`src/rtl/exc_sequencer_pkg.sv`:
```
// Shared types and defaults for the exception sequencer.
// Covers the exception codes, the FSM state type and the default fetch targets.
package exc_sequencer_pkg;

  typedef enum logic [4:0] {
    EXC_INT  = 5'd0,
    EXC_ADEL = 5'd4,
    EXC_ADES = 5'd5,
    EXC_RI   = 5'd10,
    EXC_OV   = 5'd12
  } exc_code_e;

  // A zero code in the pipeline means "no exception"; interrupts reach us via cp0_irq only.
  localparam logic [4:0] EXC_NONE = 5'd0;

  typedef enum logic {
    RUN   = 1'b0,
    FLUSH = 1'b1
  } st_e;

  localparam logic [31:0] HANDLER_PC_DEF = 32'h0000_4180;
  localparam logic [31:0] RESET_PC_DEF   = 32'h0000_3000;

endpackage

```
`src/rtl/exc_sequencer_if.sv`:
```
// Bundle between the pipeline/CP0 and the exception sequencer.
// slave = sequencer side, master = pipeline/CP0 side.
interface exc_sequencer_if;
  logic        m_valid;
  logic [31:0] m_pc;
  logic        m_is_slot;
  logic [4:0]  m_exc_code;
  logic        m_eret;
  logic        e_valid;
  logic [31:0] e_pc;
  logic        e_is_slot;
  logic [31:0] d_pc;
  logic        cp0_irq;
  logic [31:0] cp0_epc;
  logic [31:0] cp0_pc;
  logic        cp0_is_slot;
  logic [4:0]  cp0_exc_code;
  logic        cp0_eret;
  logic        flush_all;
  logic        redirect_valid;
  logic [31:0] redirect_pc;
  logic [15:0] exc_count;

  modport slave (
    input  m_valid, m_pc, m_is_slot, m_exc_code, m_eret,
    input  e_valid, e_pc, e_is_slot, d_pc, cp0_irq, cp0_epc,
    output cp0_pc, cp0_is_slot, cp0_exc_code, cp0_eret,
    output flush_all, redirect_valid, redirect_pc, exc_count
  );

  modport master (
    output m_valid, m_pc, m_is_slot, m_exc_code, m_eret,
    output e_valid, e_pc, e_is_slot, d_pc, cp0_irq, cp0_epc,
    input  cp0_pc, cp0_is_slot, cp0_exc_code, cp0_eret,
    input  flush_all, redirect_valid, redirect_pc, exc_count
  );
endinterface

```
`src/rtl/exc_pc_picker.sv`:
```
// Macroscopic PC / delay-slot selection: the oldest real instruction in M, E or D,
// falling back to the reset PC until anything has reached D.
module exc_pc_picker #(
  parameter logic [31:0] RESET_PC = exc_sequencer_pkg::RESET_PC_DEF
) (
  input  logic        m_valid,
  input  logic [31:0] m_pc,
  input  logic        m_is_slot,
  input  logic        e_valid,
  input  logic [31:0] e_pc,
  input  logic        e_is_slot,
  input  logic        seen_d,
  input  logic [31:0] d_pc,
  output logic [31:0] pc,
  output logic        is_slot
);

  always_comb begin
    pc      = RESET_PC;
    is_slot = 1'b0;
    if (m_valid) begin
      pc      = m_pc;
      is_slot = m_is_slot;
    end else if (e_valid) begin
      pc      = e_pc;
      is_slot = e_is_slot;
    end else if (seen_d) begin
      pc      = d_pc;
    end
  end

endmodule

```
`src/rtl/exc_sequencer.sv`:
```
// M-stage exception/interrupt/eret sequencer: feeds CP0, turns its irq/epc into
// a flush plus fetch redirect, and holds the flush for FLUSH_CYCLES extra cycles.
module exc_sequencer
  import exc_sequencer_pkg::*;
#(
  parameter logic [31:0] HANDLER_PC   = HANDLER_PC_DEF,
  parameter logic [31:0] RESET_PC     = RESET_PC_DEF,
  parameter int unsigned FLUSH_CYCLES = 1
) (
  input  logic               clk,
  input  logic               rst,
  exc_sequencer_if.slave     bus
);

  localparam int CNT_W = (FLUSH_CYCLES > 1) ? $clog2(FLUSH_CYCLES) : 1;

  st_e              state_q, state_d;
  logic [CNT_W-1:0] cnt_q, cnt_d;
  logic [15:0]      exc_count_q, exc_count_d;
  logic             seen_d_q;
  logic             eret_raw;

  exc_pc_picker #(.RESET_PC(RESET_PC)) u_picker (
    .m_valid   (bus.m_valid),
    .m_pc      (bus.m_pc),
    .m_is_slot (bus.m_is_slot),
    .e_valid   (bus.e_valid),
    .e_pc      (bus.e_pc),
    .e_is_slot (bus.e_is_slot),
    .seen_d    (seen_d_q),
    .d_pc      (bus.d_pc),
    .pc        (bus.cp0_pc),
    .is_slot   (bus.cp0_is_slot)
  );

  // A faulting instruction never retires as eret.
  assign eret_raw = bus.m_valid & bus.m_eret & (bus.m_exc_code == EXC_NONE);

  always_comb begin
    state_d            = state_q;
    cnt_d              = cnt_q;
    exc_count_d        = exc_count_q;
    bus.cp0_exc_code   = 5'd0;
    bus.cp0_eret       = 1'b0;
    bus.flush_all      = 1'b0;
    bus.redirect_valid = 1'b0;
    bus.redirect_pc    = HANDLER_PC;
    unique case (state_q)
      RUN: begin
        bus.cp0_exc_code = bus.m_valid ? bus.m_exc_code : 5'd0;
        // Interrupt/exception entry outranks a simultaneous eret.
        bus.cp0_eret     = eret_raw & ~bus.cp0_irq;
        if (bus.cp0_irq) begin
          bus.flush_all      = 1'b1;
          bus.redirect_valid = 1'b1;
          state_d            = FLUSH;
          cnt_d              = CNT_W'(FLUSH_CYCLES - 1);
          exc_count_d        = exc_count_q + 16'd1;
        end else if (eret_raw) begin
          bus.flush_all      = 1'b1;
          bus.redirect_valid = 1'b1;
          bus.redirect_pc    = bus.cp0_epc;
          state_d            = FLUSH;
          cnt_d              = CNT_W'(FLUSH_CYCLES - 1);
        end
      end
      FLUSH: begin
        bus.flush_all = 1'b1;
        if (cnt_q == '0) state_d = RUN;
        else             cnt_d   = cnt_q - CNT_W'(1);
      end
      default: state_d = RUN;
    endcase
  end

  always_ff @(posedge clk) begin
    if (rst) begin
      state_q     <= RUN;
      cnt_q       <= '0;
      exc_count_q <= '0;
      seen_d_q    <= 1'b0;
    end else begin
      state_q     <= state_d;
      cnt_q       <= cnt_d;
      exc_count_q <= exc_count_d;
      seen_d_q    <= 1'b1;
    end
  end

  assign bus.exc_count = exc_count_q;

endmodule
```
`src/flat_wrapper.sv`:
```
// flat-port wrapper written by rule: the top's interface ports become plain ports
module exc_sequencer_flat import exc_sequencer_pkg::*;
#(
  parameter logic [31:0] HANDLER_PC   = HANDLER_PC_DEF,
  parameter logic [31:0] RESET_PC     = RESET_PC_DEF,
  parameter int unsigned FLUSH_CYCLES = 1
)
  (clk, rst, bus_m_valid, bus_m_pc, bus_m_is_slot, bus_m_exc_code, bus_m_eret, bus_e_valid, bus_e_pc, bus_e_is_slot, bus_d_pc, bus_cp0_irq, bus_cp0_epc, bus_cp0_pc, bus_cp0_is_slot, bus_cp0_exc_code, bus_cp0_eret, bus_flush_all, bus_redirect_valid, bus_redirect_pc, bus_exc_count);
  exc_sequencer_if bus_i ();
  input  logic clk;
  input  logic rst;
  input wire logic [$bits(bus_i.m_valid)-1:0] bus_m_valid;
  input wire logic [$bits(bus_i.m_pc)-1:0] bus_m_pc;
  input wire logic [$bits(bus_i.m_is_slot)-1:0] bus_m_is_slot;
  input wire logic [$bits(bus_i.m_exc_code)-1:0] bus_m_exc_code;
  input wire logic [$bits(bus_i.m_eret)-1:0] bus_m_eret;
  input wire logic [$bits(bus_i.e_valid)-1:0] bus_e_valid;
  input wire logic [$bits(bus_i.e_pc)-1:0] bus_e_pc;
  input wire logic [$bits(bus_i.e_is_slot)-1:0] bus_e_is_slot;
  input wire logic [$bits(bus_i.d_pc)-1:0] bus_d_pc;
  input wire logic [$bits(bus_i.cp0_irq)-1:0] bus_cp0_irq;
  input wire logic [$bits(bus_i.cp0_epc)-1:0] bus_cp0_epc;
  output wire logic [$bits(bus_i.cp0_pc)-1:0] bus_cp0_pc;
  output wire logic [$bits(bus_i.cp0_is_slot)-1:0] bus_cp0_is_slot;
  output wire logic [$bits(bus_i.cp0_exc_code)-1:0] bus_cp0_exc_code;
  output wire logic [$bits(bus_i.cp0_eret)-1:0] bus_cp0_eret;
  output wire logic [$bits(bus_i.flush_all)-1:0] bus_flush_all;
  output wire logic [$bits(bus_i.redirect_valid)-1:0] bus_redirect_valid;
  output wire logic [$bits(bus_i.redirect_pc)-1:0] bus_redirect_pc;
  output wire logic [$bits(bus_i.exc_count)-1:0] bus_exc_count;
  assign bus_i.m_valid = bus_m_valid;
  assign bus_i.m_pc = bus_m_pc;
  assign bus_i.m_is_slot = bus_m_is_slot;
  assign bus_i.m_exc_code = bus_m_exc_code;
  assign bus_i.m_eret = bus_m_eret;
  assign bus_i.e_valid = bus_e_valid;
  assign bus_i.e_pc = bus_e_pc;
  assign bus_i.e_is_slot = bus_e_is_slot;
  assign bus_i.d_pc = bus_d_pc;
  assign bus_i.cp0_irq = bus_cp0_irq;
  assign bus_i.cp0_epc = bus_cp0_epc;
  assign bus_cp0_pc = bus_i.cp0_pc;
  assign bus_cp0_is_slot = bus_i.cp0_is_slot;
  assign bus_cp0_exc_code = bus_i.cp0_exc_code;
  assign bus_cp0_eret = bus_i.cp0_eret;
  assign bus_flush_all = bus_i.flush_all;
  assign bus_redirect_valid = bus_i.redirect_valid;
  assign bus_redirect_pc = bus_i.redirect_pc;
  assign bus_exc_count = bus_i.exc_count;
  exc_sequencer #(.HANDLER_PC(HANDLER_PC), .RESET_PC(RESET_PC), .FLUSH_CYCLES(FLUSH_CYCLES)) u_core (.clk(clk), .rst(rst), .bus(bus_i));
endmodule
```
`config.mk`:
```
export PLATFORM = sky130hd
export DESIGN_NAME = exc_sequencer_flat
export DESIGN_NICKNAME = d
export VERILOG_FILES = /design/src/rtl/exc_sequencer_pkg.sv /design/src/rtl/exc_sequencer_if.sv /design/src/rtl/exc_pc_picker.sv /design/src/rtl/exc_sequencer.sv /design/src/flat_wrapper.sv
export SDC_FILE = /design/constraint.sdc
export NUM_CORES = 1
export LEC_CHECK = 0
export ABC_AREA = 1
export CORE_MARGIN = 2
export CORE_UTILIZATION = 30
export DETAILED_ROUTE_END_ITERATION = 8
export PLACE_DENSITY = 0.86
export SLEW_MARGIN = 20
export SYNTH_ARGS = -nofsm -noshare
export SYNTH_HDL_FRONTEND = slang
export SYNTH_HIERARCHICAL = 1
export SYNTH_SLANG_ARGS = --single-unit
```
`constraint.sdc`:
```
create_clock -name clk -period 3.7 [get_ports clk]
set_input_delay 0.74 -clock clk [delete_from_list [all_inputs] [get_ports clk]]
set_output_delay 0.74 -clock clk [all_outputs]
set_load 0.01 [all_outputs]
```
==> impl_metrics.yaml <==
floorplan:
  dieArea_sq_um: 8340
  num_rows: 31
  die_width_microns: 91.3
  io_pins: 230
  initial_utilization_pct: 31.2
  core_area_sq_um: 7330
  fp.dieH_microns: 91.3
synthesis:
  synth_fp_nets: 580
  syn_area_per_cell_sq_um: 5.22
  synth_area_sq_um: 2290
  syn_inst: 438
  seq_area_frac_synth_pct: 15.8
  ys_ff_latch: 18
  yosysWarnings: 6
  synth.distinct_cells: 31
timing:
  fin_crit_sh_pct: 91.6
  tightest_slew_ns: 0.390
  maxSlewViolCount: 0
  setup_tns_ns: 0
  fin_skew_ns: 0.00263
  rsz0062_at_grt: "no"
  setup_viol: 0
  max_slew_margin_pct: 73.9
  fmax_ghz: 0.295
  fin_crit_ns: 3.39
  finalHoldViolations: 0
  timing.final.ws_setup_ns: 0.310
power_and_ir_drop:
  power_mw: 0.737
  leakagePower_nw: 2.17
  peakVddDrop_mv: 0.161
  p_per_area_nw_per_um2: 158
clocking:
  h-tree-depth: 1
  post-cts-setup-buffers: 0
  clkTransAtPathRegs_ns: 0.07
  cts.repair.resized: 0
  clock_latency_ns: 0.26
  clock_path_buffers: 2
  cts-root-buf: "clkbuf_8"
  cts_made_buffers: 3
  cts_hold_buf: 0
  cts_num_sinks: 18
  cts_tree: "done"
place:
  globalplace.congestion: 0.946
  portBuffers: 229
  place_hpwl_microns: 8400
  post-place-cells: 753
  dp_slack_ns: 0.303
  place_area_sq_um: 4600
route:
  via_per_inst: 4.44
  vias: 3364
  drt-total-wl_microns: 10100
  drc: 0
  postRouteAntennaNets: 0
  dr.pass1.iters: 5
  avgRoutedWirePerCell_microns: 13.4
  first_iter_violations: 178
setup_path:
  required_ns: 2.96
  reg2reg_to: "u_core/bus.exc_count[8]"
  rr_startpoint: "u_core/bus.exc_count[0]"
  critPathKind: "input pin to output pin"
  r2r_slack_ns: 2.29
  critPathMaxFanout: 33
  crit_path_start_kind: "input pin"
  arrival_ns: 2.65
  end_kind: "output pin"
  reg2reg_depth: 6
final_layout:
  area_growth_pct: 104
  layout.nets: 801
  design_area_sq_um: 4650
  final_common_cell: "clkdlybuf4s50_1"
  drive_gt1_share_pct: 5.78
  instances_no_fill: 757
  multi_input_area_sq_um: 1450
  seqCellArea_sq_um: 360
  fill_cells: 631
  diodes: 0
  most-common-layout-cells: "clkdlybuf4s50_1 (228), nand2_1 (145), inv_1 (84)"
global_routing:
  met1_usage_pct: 26.3
  grt.busiest_layer: "met2"
  grt_overflow: 0
  antenna_found_initial: 0
  met3_usage_pct: 3.07
  met2_usage_pct: 45.6
  grt_pass1_vias: 3155
  grt_pass1_wl_microns: 15900
  grt_usage_pct: 23.2
  grt_max_degree: 34
hold_path:
  whs_endpoint: "u_core/bus.exc_count[6]"
  min_path_type: "flop to flop"
  hold_depth: 2
  min_from: "u_core/bus.exc_count[6]"
run:
  drv_cap: 0
outcome:
  status: "finished clean"
Yosys cell counts (all sizes together):
library cell,n,area share [%]
nand2,151,26
nor2,91,19
inv,88,15
nand3,47,12
dfxtp,18,16
buf,16,5.5
a21oi,10,2.4
nor3,3,1.1
o21ai,3,0.66
or2,3,0.82
nor3b,2,0.66
a211oi,1,0.33
clkbuf,1,0.16
clkinv,1,0.22
ha,1,0.55
nand4,1,0.27
xor2,1,0.38
where the power goes:
part / internal, mW / leakage (nW) / switching [mW]
registers: 0.198 / 0.146 / 0.00522
logic: 0.230 / 2.00 / 0.141
clock network: 0.0948 / 0.0288 / 0.0684
total: 0.523 / 2.17 / 0.214
final cells by class:
cell class	count	area share, %
sequential	18	7.74
timing repair buffer	233	49.8
inverter	89	7.42
multi-input combinational	314	31.2
tap	99	2.66
clock buffer	4	1.18
flip-flops by register name (all words and copies together), names as in the netlist:
register and cells:
u_core/bus.exc_count 16, u_core/seen_d_q 1, u_core/state_q 1
cell families (layout without fill, tap and decap cells):
logic type      Yosys count  count (layout)  synth area share [%]
compound gates           14              14                  3.34
xor+xnor                  1               1                 0.383
fa+ha+maj                 1               1                 0.547
buf+inv                 106             326                  20.7
flops                    18              18                  15.8
simple gates            298             298                  59.2
routing by layer:
| layer | up-vias | share of wire, % |
|---|---|---|
| li1 | 1724 | - |
| met1 | 1477 | 39 |
| met2 | 148 | 52 |
| met3 | 15 | 6.9 |
| met4 | 0 | 1.7 |
| met5 | - | 0 |
worst max-delay path, cell delays in order:
cell,delay (ns)
clkdlybuf4s50_1,0.52
nor2_1,0.26
nand3_4,0.32
or2_1,0.33
clkdlybuf4s50_1,0.47
metrics by stage:
stage	utilization (%)	hold WS [ns]
final	63.5	0.507
after detailed placement	62.7	0.494
after CTS	63.5	0.508
after global routing	63.5	0.554
after floorplan	-	0.501
after global placement	62.7	0.485
worst max-delay path by stage:
stage	startpoint	to	slack, ns	cells after the start
4_1_cts	bus_cp0_irq	bus_redirect_pc[7]	0.30	5
5_1_grt	bus_cp0_irq	bus_redirect_pc[31]	0.21	5
6_report	bus_cp0_irq	bus_redirect_pc[14]	0.31	5
3_5_place_dp	bus_cp0_irq	bus_redirect_pc[7]	0.30	5
3_3_place_gp	bus_cp0_irq	bus_redirect_pc[8]	0.35	5
2_1_floorplan	bus_m_exc_code[1]	bus_redirect_pc[11]	1.48	6
Power figures use the tool's default switching activity.
